==> src/rtl/sad_frame_writer.sv <==
// Frame writer: walks a rows x cols frame of pixel words into memory at
// baseAddr with a per-row byte stride, issuing one registered write per word.
module sad_frame_writer #(
  parameter int ADDR_W = 32,
  parameter int DATA_W = 32
) (
  input  logic              Clk,
  input  logic              Rst,
  input  logic              start,
  input  logic [ADDR_W-1:0] baseAddr,
  input  logic [ADDR_W-1:0] stride,
  input  logic [7:0]        frameCols,
  input  logic [7:0]        frameRows,
  input  logic [DATA_W-1:0] inData,
  input  logic              inValid,
  output logic              inReady,
  output logic [ADDR_W-1:0] memAddr,
  output logic [DATA_W-1:0] memWrData,
  output logic              memWrEn,
  output logic              busy,
  output logic              done,
  output logic [1:0]        dbg_state
);

  localparam logic [1:0] IDLE  = 2'd0;
  localparam logic [1:0] WRITE = 2'd1;
  localparam logic [1:0] DONE  = 2'd2;

  logic [1:0]        state;
  logic [7:0]        col;
  logic [7:0]        row;
  logic [7:0]        cols_q;
  logic [7:0]        rows_q;
  logic [ADDR_W-1:0] stride_q;
  logic [ADDR_W-1:0] row_base;
  logic [ADDR_W-1:0] cur_addr;
  logic              accept;
  logic              last_col;
  logic              last_row;

  // Handshake: a word transfers on any rising edge where inValid && inReady;
  // inReady depends only on state, so the source may hold inValid freely.
  assign inReady   = (state == WRITE);
  assign accept    = inValid && inReady;
  assign busy      = (state == WRITE) || (state == DONE);
  assign done      = (state == DONE);
  assign dbg_state = state;
  assign last_col  = (col == cols_q - 8'd1);
  assign last_row  = (row == rows_q - 8'd1);

  always_ff @(posedge Clk or posedge Rst) begin
    if (Rst) begin
      state     <= IDLE;
      col       <= '0;
      row       <= '0;
      cols_q    <= '0;
      rows_q    <= '0;
      stride_q  <= '0;
      row_base  <= '0;
      cur_addr  <= '0;
      memAddr   <= '0;
      memWrData <= '0;
      memWrEn   <= 1'b0;
    end else begin
      memWrEn <= 1'b0;
      case (state)
        IDLE: begin
          if (start) begin
            cols_q   <= frameCols;
            rows_q   <= frameRows;
            stride_q <= stride;
            row_base <= baseAddr;
            cur_addr <= baseAddr;
            col      <= '0;
            row      <= '0;
            // An empty frame still produces its done pulse, just without writes.
            if (frameCols == 8'd0 || frameRows == 8'd0) state <= DONE;
            else                                        state <= WRITE;
          end
        end
        WRITE: begin
          if (accept) begin
            memAddr   <= cur_addr;
            memWrData <= inData;
            memWrEn   <= 1'b1;
            if (!last_col) begin
              col      <= col + 8'd1;
              cur_addr <= cur_addr + ADDR_W'(4);
            end else if (!last_row) begin
              col      <= '0;
              row      <= row + 8'd1;
              row_base <= row_base + stride_q;
              cur_addr <= row_base + stride_q;
            end else begin
              state <= DONE;
            end
          end
        end
        DONE:    state <= IDLE;
        default: state <= IDLE;
      endcase
    end
  end

endmodule
==> config.mk <==
export PLATFORM = sky130hd
export DESIGN_NAME = sad_frame_writer
export DESIGN_NICKNAME = d
export VERILOG_FILES = /design/src/rtl/sad_frame_writer.sv
export SDC_FILE = /design/constraint.sdc
export NUM_CORES = 1
export LEC_CHECK = 0
export CAP_MARGIN = 0
export CORE_MARGIN = 4
export CORE_UTILIZATION = 55
export DETAILED_ROUTE_END_ITERATION = 10
export HOLD_SLACK_MARGIN = 0.12
export PLACE_DENSITY = 0.81
export SLEW_MARGIN = 0
export SYNTH_ARGS = -nofsm -noshare
export SYNTH_HDL_FRONTEND = slang
export SYNTH_SLANG_ARGS = --single-unit
==> constraint.sdc <==
create_clock -name Clk -period 15.5 [get_ports Clk]
set_clock_uncertainty 0.1 [all_clocks]
set_input_delay 2.325 -clock Clk [delete_from_list [all_inputs] [get_ports Clk]]
set_output_delay 2.325 -clock Clk [all_outputs]
set_load 0.05 [all_outputs]
==> results of run 1 <==
worst max-delay path: stages:
cell	delay, ns
clkdlybuf4s50_1	0.42
nand2_1	0.08
buf_4	0.30
a21o_1	0.55
a21o_2	0.80
or3_1	0.24
mux2i_1	0.21
cell families (layout without fill, tap and decap cells):
logic type | Yosys count | after routing | share of synthesized area (%)
AO/OA/AOI/OAI | 273 | 273 | 16.2
XOR/XNOR | 58 | 58 | 4.54
adder cells (fa/ha/maj) | 40 | 40 | 4.54
buffers and inverters | 81 | 255 | 3.02
flip-flops | 195 | 195 | 43.6
multiplexers | 127 | 127 | 12.6
AND/OR/NAND/NOR | 344 | 344 | 15.5
cell type report:
| cell class | instances | share of cell area (%) |
|---|---|---|
| Timing Repair Buffer | 194 | 13.9 |
| Tap cell | 265 | 2.39 |
| Clock inverter | 15 | 1.44 |
| Sequential cell | 195 | 35.2 |
| Clock buffer | 17 | 3.07 |
| Multi-Input combinational cell | 842 | 43.2 |
| Inverter | 29 | 0.840 |
routing by layer:
layer	share of wire (%)	track usage, %	wire, um	vias to the layer above
met1	41	34.2	12200	4646
met2	49	43.3	14500	376
met3	6.6	4.73	1940	71
met4	2.9	9.11	851	0
li1	-	-	-	4419
met5	0	0	0	-
flip-flops by register name (all words and copies together) (netlist names):
name / count
stride_q: 32
row_base: 32
row: 8
cur_addr: 32
dbg_state: 2
memWrEn: 1
col: 8
cols_q: 8
rows_q: 8
memAddr: 32
memWrData: 32
worst paths after layout:
| check | startpoint | cells past startpoint | end | slack [ns] |
|---|---|---|---|---|
| worst min register to register | row_base[4] | 2 | row_base[4] | 0.38 |
| min in group asynchronous | Rst | 2 | stride_q[11] | 2.32 |
| max in group asynchronous | Rst | 3 | dbg_state[1] | 11.47 |
| worst max-delay path | inValid | 7 | row[6] | 10.82 |
| worst min-delay path | row_base[4] | 2 | row_base[4] | 0.38 |
| worst max register to register | cols_q[0] | 9 | row[5] | 11.56 |
cell usage in the layout, fill, tap and decap left out, drive strengths merged, types with 37 or more instances in the layout:
cell type      Yosys  routed
ha                39      39
clkdlybuf4s50      0     185
dfrtp            195     195
a21oi             70      70
xnor2             37      37
mux2             115     115
o21ai             57      57
nor2              72      72
nand2             93      93
per-stage QoR:
stage | worst slack, ns | util [%] | cells
finish | 10.82 | 70.3 | 1557
global route | 10.60 | 70.3 | 1557
CTS | 10.83 | 70.3 | 1557
detailed placement | 10.40 | 67.1 | 1525
global placement | 10.45 | 67.1 | 1525
floorplan | 7.76 | - | 1118
where the power goes:
part | switching (mW) | internal, mW | total (mW)
Combinational | 1.31 | 0.840 | 2.15
Sequential | 0.206 | 0.752 | 0.957
Clock | 0.237 | 0.224 | 0.461
==> run summary, run 1 <==
Of all cell types, the one taking the most synthesized area is dfrtp_1. The number of vias per cell after detailed routing is 6.11. For this design the top-level I/O count stands at 186. The first-pass GRT wire length came out at 46,500 um. The power per cell area came out at 258 nW/um2.

From synthesis to final layout, the design area changed by 23.8%. Setup repair after global routing left no endpoint under its margin. The critical path is of the in -> reg type. For the pin with the worst max-slew slack, the measured transition is 1.11 ns. The H-tree depth is 4.

The wire-length estimate of the detail-placed layout is 21,000 um. The maximum VDD drop came out at 0.000149 V. The leakage component of the power came out at 5.70 nW. After clock tree synthesis, the flow added hold-fix buffers numbering 0.

The number of synthesized register bits is 195. The total track usage is 25.9%. The final design instance area without fill came out at 13,900 um2.

The upper clock frequency limit is 214 MHz. In this run the worst hold path is classified as reg -> reg. The setup fix buffers added after clock tree synthesis came out at 0. The final critical-path required period is 4.68 ns.

The number of antenna violations at the first check in global routing is 0. dfrtp_1 is the most common cell in the netlist. The synthesized cell area is 11,200 um2. The floorplan step set the die width to 151 um. The die covers 22,700 um2. In this run, CTS created clock tree buffers numbering 17. The layout has 1,497 filler cells. Max-cap violations in this run came to 0. The total area inside the core boundary comes to 19,700 um2. In the routed design, unresolved DRC markers number 0. When the netlist entered floorplanning its net count stood at 1,274.

The synthesized design contains 0 enable-type register cells. The final antenna diode count came out at 0. Entering global routing, the biggest net connects 123 pins. The placed cell area came out at 13,200 um2. The commonest register cell after synthesis is dfrtp_1. The number of nets in the final layout is 1,435. The multi-input combinational cells in the finished layout cover a total of 5980 um2.

The worst pin sits at a relative slew slack of 25.7%. The clock latency of the later-clocked register in the worst-skew pair came out at 0.45 ns. The number of pins exceeding their max-slew limit in the final report is 0. The via count of the first global-routing pass came out at 9,261. Of all flip-flops after synthesis, the portion carrying an async set or reset was 100%. The fraction of layout instances using a drive strength above 1 is 14.1%.

The sequential element share of the synthesized area came out at 43.6%. The worst path arrival time is 4.93 ns. The routed wirelength normalized by instance count came out at 18.9 um. The maximum net fanout on the critical path came out at 52. The count of final hold-check violations is 0. The number of nets with antenna violations after routing is 0. The run finished with clean final reports. After synthesis, the largest area contributor takes up 43.6% of total cell area. The data required time at the worst endpoint is 15.76 ns. The fraction of the cycle the final worst path needs is 30.2%.

The effective utilization at floorplan came out at 56.8%. After synthesis, the most frequently instantiated cells are dfrtp_1, mux2_2, nand2_1. The final setup TNS came out at 0 ns. The number of iterations in the first detailed-routing pass is 6. CTS saw 195 sinks. The worst hold margin came out at 0.383 ns. The number of buffers added on ports came out at 185. The overall power of the completed layout is 3.57 mW.

The vertical extent of the die came out at 151 um. The count of unique library cells instantiated by Yosys is 73. STA classifies the critical path startpoint as a primary input. The overall routed net length came out at 29,500 um. Clock tree synthesis selected as its root buffer the cell clkbuf_16. Routability-driven placement finished with a final weighted congestion of 0.904. The sequential cell area is 4880 um2. During synthesis, Yosys emitted a total of 0 warnings. TritonCTS built the clock tree. The count of cells resized by post-cts repair came out at 0. In this run the mean area of a mapped cell was 10.0 um2. In the post-synthesis netlist, the biggest area contributors are dfrtp_1, mux2_2, ha_1, nand2_1, a21oi_1. The row count came out at 51.

The CTS clock-pin slew for the worst setup and hold paths is 0.08 ns. The overflow left after global routing is 0. The detailed-route via count came out at 9,512. The deepest clock path buffer count is 2. The number of standard cells after synthesis is 1,118. The first-iteration detailed-routing DRC count is 832. The category of the worst setup path capture point is a flip-flop.

Setup violations remaining at the end of the flow were counted as 0.
(Power assumes the default switching activity.)
==> run 2, diff against run 1 <==
CORE_UTILIZATION = 49   (was 55)
PLACE_DENSITY = 0.76   (was 0.81)
clock period = 4.2 ns   (was 15.5 ns; I/O delays follow)
==> run summary, run 2 (synthesized netlist as in run 1, its figures left out) <==
The run finished with clean final reports. The number of setup buffers added after CTS is 0. The final setup TNS is 0 ns. In this run the most critical hold path is launched from row_base[25]. The area growth from synthesis to layout is 24.3%. The fraction of layout instances using a drive strength above 1 is 14.5%.

The overflow left after global routing is 0. The number of remaining DRC errors is 0. The placed wire-length estimate after detailed placement came out at 22,600 um. The overall power of the completed layout came out at 13.2 mW. The worst-case setup slack after placement came out at 0.768 ns. In this run the clock root is driven by a clkbuf_16. After detailed routing, the average wire length per cell comes to 19.2 um. The horizontal die dimension is 159 um.

The final estimated routing congestion in global placement is 0.909. The largest single stage delay on the critical path is 0.54 ns. The H-tree depth is 4.

For hold timing, the worst endpoint is row_base[25]. The total track usage is 24.1%. Dividing the final minimum period by the clock period gives 84.2%. The layout has 1,849 filler cells. The area enclosed by the die boundary came out at 25,300 um2. The row count came out at 55. The worst setup path is launched from a flip-flop. Setup repair after global routing left no endpoint under its margin. Setup violations remaining at the end of the flow were counted as 0. The number of buffers added on ports came out at 185. The number of antenna violations at the first check in global routing was 0. The routed layout has 9,374 vias.

The power per cell area came out at 948 nW/um2. For this design the top-level I/O count stands at 186. The number of nets in the final layout is 1,443.

The clock latency of the later-clocked register in the worst-skew pair came out at 0.45 ns. The category of the worst setup path capture point is a flip-flop. The first-pass GRT wire length is 49,700 um. The final critical-path required period came out at 3.54 ns.

After the flow finishes, the layout carries non-filler instances totaling 1,585. The deepest clock path buffer count is 2. The min-delay analysis places its worst path in the category reg -> reg. The endpoint identified for the worst register-to-register timing path is col[4].

The count of cells resized by post-cts repair came out at 0. The worst setup slack after layout is 0.663 ns. The count of final hold-check violations is 0. For this configuration, the core starts out at a cell density of 49.6%. Based on the critical path, the design can be clocked at up to 283 MHz. The core box area came out at 22,600 um2. Walking the worst path, the cells encountered are inv_1, ha_1, nor3b_1, a21oi_1, nor4_1, o2111ai_2, nor4_4, nand2b_1, buf_4, or3_1, a21oi_2. The data required time at the worst endpoint came out at 4.41 ns. The number of nets with antenna violations after routing came out at 0.

The depth of the worst register-to-register path is 11. The setup path with the least slack is of type reg -> reg. The final antenna diode count is 0. Among all stages on the critical path, the largest delay is contributed by nor4_4. The worst path arrival time came out at 3.75 ns. The CTS tree is done. The number of iterations in the first detailed-routing pass came out at 5. Counting the buffers created by CTS gives 17.

The number of pins exceeding their max-slew limit in the final report came to 0. The first-iteration detailed-routing DRC count came out at 707. The vertical extent of the die is 159 um. Counting every sink on the clock net gives 195. The worst hold margin is 0.385 ns. The maximum net fanout on the critical path is 27. The leakage component of the power is 5.72 nW.

The quantity of hold-fixing buffers added after cts came out at 0. The overall routed net length is 30,500 um. VDD sags by at most 0.000528 V. The number of instances in the placed design came out at 1,553. The worst register-to-register path begins at cols_q[0].

The number of vias per cell after detailed routing is 5.91. The number of cells traversed by the worst hold path is 2. The slack of the worst reg-to-reg path came out at 0.66 ns. Clock-pin slew was measured on the worst setup and hold paths at 0.07 ns. At the pin with the least slew margin, the transition time is 1.13 ns. The count of maximum capacitance violations is 0. Entering global routing, the biggest net connects 81 pins. The via count of the first global-routing pass is 9,538. The most frequent standard cell in the layout excluding fill and tap cells is dfrtp_1. The headroom to the max-slew limit is 24.4%. The library cells used most frequently in the layout, excluding fill and tap cells, are dfrtp_1, clkdlybuf4s50_1, mux2_2.
## run 2: changes by cell type in the layout (fill, tap and decap cells not counted), moves of 2 or more
cell | before | now
clkinv_8 | 5 | 1
inv_6 | 2 | 0
buf_12 | 0 | 2
clkinv_4 | 2 | 4
inv_8 | 4 | 6
inv_12 | 3 | 0
buf_4 | 9 | 15
clkinvlp_4 | 0 | 4
## run 2: per-stage QoR
step           util (%)  instance area, um2
6_report           61.6               13900
5_1_grt            61.6               13900
4_1_cts            61.6               13900
3_5_place_dp       59.1               13300
3_3_place_gp       59.1               13300
2_1_floorplan         -               11200
## run 2: how the worst max path moves through the flow
| stage | from | to | slack (ns) | depth (start not counted) |
|---|---|---|---|---|
| global route | rows_q[0] | row_base[29] | 0.42 | 11 |
| detailed placement | cols_q[0] | col[4] | 0.77 | 9 |
| global placement | cols_q[0] | col[4] | 0.79 | 9 |
| finish | cols_q[0] | col[4] | 0.66 | 11 |
| floorplan | Rst | col[0] | 0.95 | 1 |
| CTS | cols_q[0] | col[4] | 0.70 | 11 |
## run 2: routing by layer
layer / GRT usage (%) / wire length [um] / vias up
met5: 0 / 0 / -
met4: 9.19 / 991 / 0
met3: 3.93 / 1600 / 72
met2: 42.9 / 15600 / 283
met1: 29.2 / 12300 / 4576
li1: - / - / 4443
## run 2: area by class of cell
cell class	instances	area, um2	share of cell area, %
multi-input cells	842	5980	43.0
flip-flops and latches	195	4880	35.1
repair buffers	202	2000	14.4
clock buffers	18	429	3.09
clock inverters	14	141	1.02
well taps	285	357	2.56
inverters	29	113	0.810
## run 2: critical path, delay by kind of cell, from the launching register on
kind                     cells  cell delay, ns
AO/OA/AOI/OAI                3            0.61
adder cells (fa/ha/maj)      1            0.17
buffers and inverters        2            0.40
flip-flops                   1            0.44
AND/OR/NAND/NOR              5            1.69
## run 2: power breakdown
part	switching (mW)	internal, mW
Combinational	4.93	3.14
Sequential	0.741	2.77
Clock	0.813	0.790
Total	6.48	6.70
==> run 3, diff against run 2 <==
CORE_UTILIZATION = 54   (was 49)
PLACE_DENSITY = 0.8   (was 0.76)
clock period = 3.47 ns   (was 4.2 ns; I/O delays follow)
==> run summary, run 3 (synthesized netlist as in run 1, its figures left out) <==
The routed wirelength normalized by instance count is 19.5 um. The category of the worst setup path capture point is a flip-flop. The reported net switching power came out at 7.97 mW. The final antenna diode count is 0. The number of nets with antenna violations after routing came out at 0. The worst-case IR drop observed on VDD is 0.000604 V. Counting I/O delays and the setup requirement, the final critical path takes 3.36 ns. The number of buffers inserted during clock tree synthesis came out at 17. The setup fix buffers added after clock tree synthesis is 0.

The first-pass GRT wire length came out at 50,400 um. The worst setup path is launched from a flip-flop. The first-iteration detailed-routing DRC count came out at 609. The switching power as a share of total power came out at 49.0%. The core box area came out at 20,300 um2. The count of final hold-check violations came out at 0. The cell internal power dissipation is 8.29 mW.

The overall routed net length came out at 30,900 um. In the final design database the tool counted 1,460 nets. The startpoint identified for the worst hold timing path is row_base[4]. The slack of the worst reg-to-reg path is 0.11 ns. Post-CTS repair changed the size of 0 cells. The via count of the first global-routing pass is 9,734.

The placed wire-length estimate after detailed placement is 22,700 um. Leaving out fill and tap cells, the most frequent cell in the layout is dfrtp_1. The H-tree depth is 4. Clock tree synthesis selected as its root buffer the cell clkbuf_16. Across all layers, the routed design uses 9,571 vias. The clock latency of the later-clocked register in the worst-skew pair is 0.44 ns. For the worst setup path, the data arrival time is 3.56 ns. Once placement completed, the tool counted placed cells totaling 1,555. The number of vias per cell after detailed routing came out at 6.03. From left edge to right edge, the die measures 152 um.

In the finished design, the share of the clock period the worst path needs comes to 96.8%. The run finished with clean final reports. Relative to the synthesized area, the layout overhead comes to 25.8%. The deepest clock path buffer count is 2. Counting cells, the worst reg-to-reg path comes to 10. The sequential share of power came out at 26.2%. The maximum net fanout on the critical path is 5. The number of antenna violations at the first check in global routing is 0.

Hold repair after CTS inserted 0 buffers. The fraction of layout instances using a drive strength above 1 is 15.8%. The worst hold path terminates at row_base[4]. The final setup TNS came out at 0 ns. The total track usage came out at 26.5%. In this run the critical register-to-register path is captured at row_base[24]. Combinational logic burns 61.5% of the power. In this run the power density over the cells is 1150 nW/um2. The boundary pin count is 186. The clock net sink count is 195.

In this run the tool buffered the top-level ports with 185 buffer cells. In the routed design, unresolved DRC markers number 0. The data required time at the worst endpoint came out at 3.67 ns. The actual slew at the worst max-slew pin is 0.865 ns. Setup violations remaining at the end of the flow were counted as 0. The row count is 52. The number of pins exceeding their max-slew limit in the final report is 0. The library cells used most frequently in the layout, excluding fill and tap cells, are dfrtp_1, clkdlybuf4s50_1, mux2_2. Entering global routing, the biggest net connects 151 pins. The critical path is of the reg -> reg type. For this configuration, the core starts out at a cell density of 55.1%. In this run the tightest slew margin relative to its limit is 42.3%. The number of iterations in the first detailed-routing pass came out at 7. The overflow left after global routing is 0. Setup repair after global routing left no endpoint under its margin. In this run the critical register-to-register path is launched from row_base[0]. The area enclosed by the die boundary is 23,100 um2. In this run the worst hold path is classified as reg -> reg. The number of cells traversed by the worst hold path is 2. The count of maximum capacitance violations came out at 0. Summed over all cells, the static leakage comes to 5.82 nW. The congestion estimate from routability-driven global placement came to 0.899. The relative contribution of the clock network to total power came out at 12.3%. The vertical extent of the die came out at 152 um.

The count of non-filler cells in the finished layout is 1,587. The CTS tree is done. The core utilization of the finished layout came out at 69.3%.

The CTS clock-pin slew for the worst setup and hold paths came out at 0.09 ns. Based on the critical path, the design can be clocked at up to 298 MHz.
-- run 3: cell types whose count changed in the layout (fill, tap and decap cells not counted), sizes merged --
cell,before,now
clkbuf,18,17
buf,17,34
inv,34,33
clkinv,5,10
clkinvlp,4,1
-- run 3: power groups by stage --
| stage | clock network, mW | logic [mW] | registers (mW) |
|---|---|---|---|
| floorplan | 0 | 5.78 | 5.38 |
| global placement | 0 | 9.70 | 4.22 |
| detailed placement | 0 | 9.85 | 4.28 |
| CTS | 2.03 | 9.92 | 4.26 |
| global route | 2.12 | 10.8 | 4.39 |
| finish | 1.99 | 10.0 | 4.26 |
-- run 3: layer usage --
metal | vias to the layer above | track usage, % | share of wire (%)
li1 | 4471 | - | -
met5 | - | 0 | 0
met4 | 0 | 8.86 | 2.9
met1 | 4702 | 33.1 | 41
met2 | 337 | 45.7 | 50
met3 | 61 | 6.06 | 6.3
-- run 3: final cells by class --
type                    count  area (um2)
clock buffers              17         425
clock inverters            15         183
fillers                  1581        6230
inverters                  29         113
multi-input cells         842        6000
flip-flops and latches    195        4880
well taps                 270         338
repair buffers            219        2140
-- run 3: worst max-delay path by stage --
stage | startpoint | endpoint | slack (ns)
global route | row_base[0] | row_base[24] | 0.02
floorplan | Rst | col[0] | 0.33
finish | row_base[0] | row_base[24] | 0.11
detailed placement | row_base[0] | row_base[24] | 0.09
CTS | row_base[0] | row_base[24] | 0.05
global placement | row_base[0] | cur_addr[24] | 0.16
-- run 3: per-stage QoR --
stage | hold WS, ns | setup slack [ns] | power (mW) | instance area, um2
after floorplan | 0.343 | 0.331 | 11.2 | 11200
after global placement | 0.357 | 0.162 | 13.9 | 13400
after detailed placement | 0.364 | 0.0918 | 14.1 | 13400
after CTS | 0.380 | 0.0533 | 16.2 | 14100
after global routing | 0.419 | 0.0216 | 17.3 | 14100
final | 0.378 | 0.111 | 16.3 | 14100
-- run 3: worst max-delay path, stage by stage (launching register included) --
cell and delay (ns):
dfrtp_1 0.38, ha_1 0.23, fa_1 0.26, a211oi_1 0.12, o31ai_1 0.41, nand3_1 0.24
a211o_1 0.43, a2111o_1 0.48, and4_1 0.22, nor3_2 0.25, o21ai_0 0.12
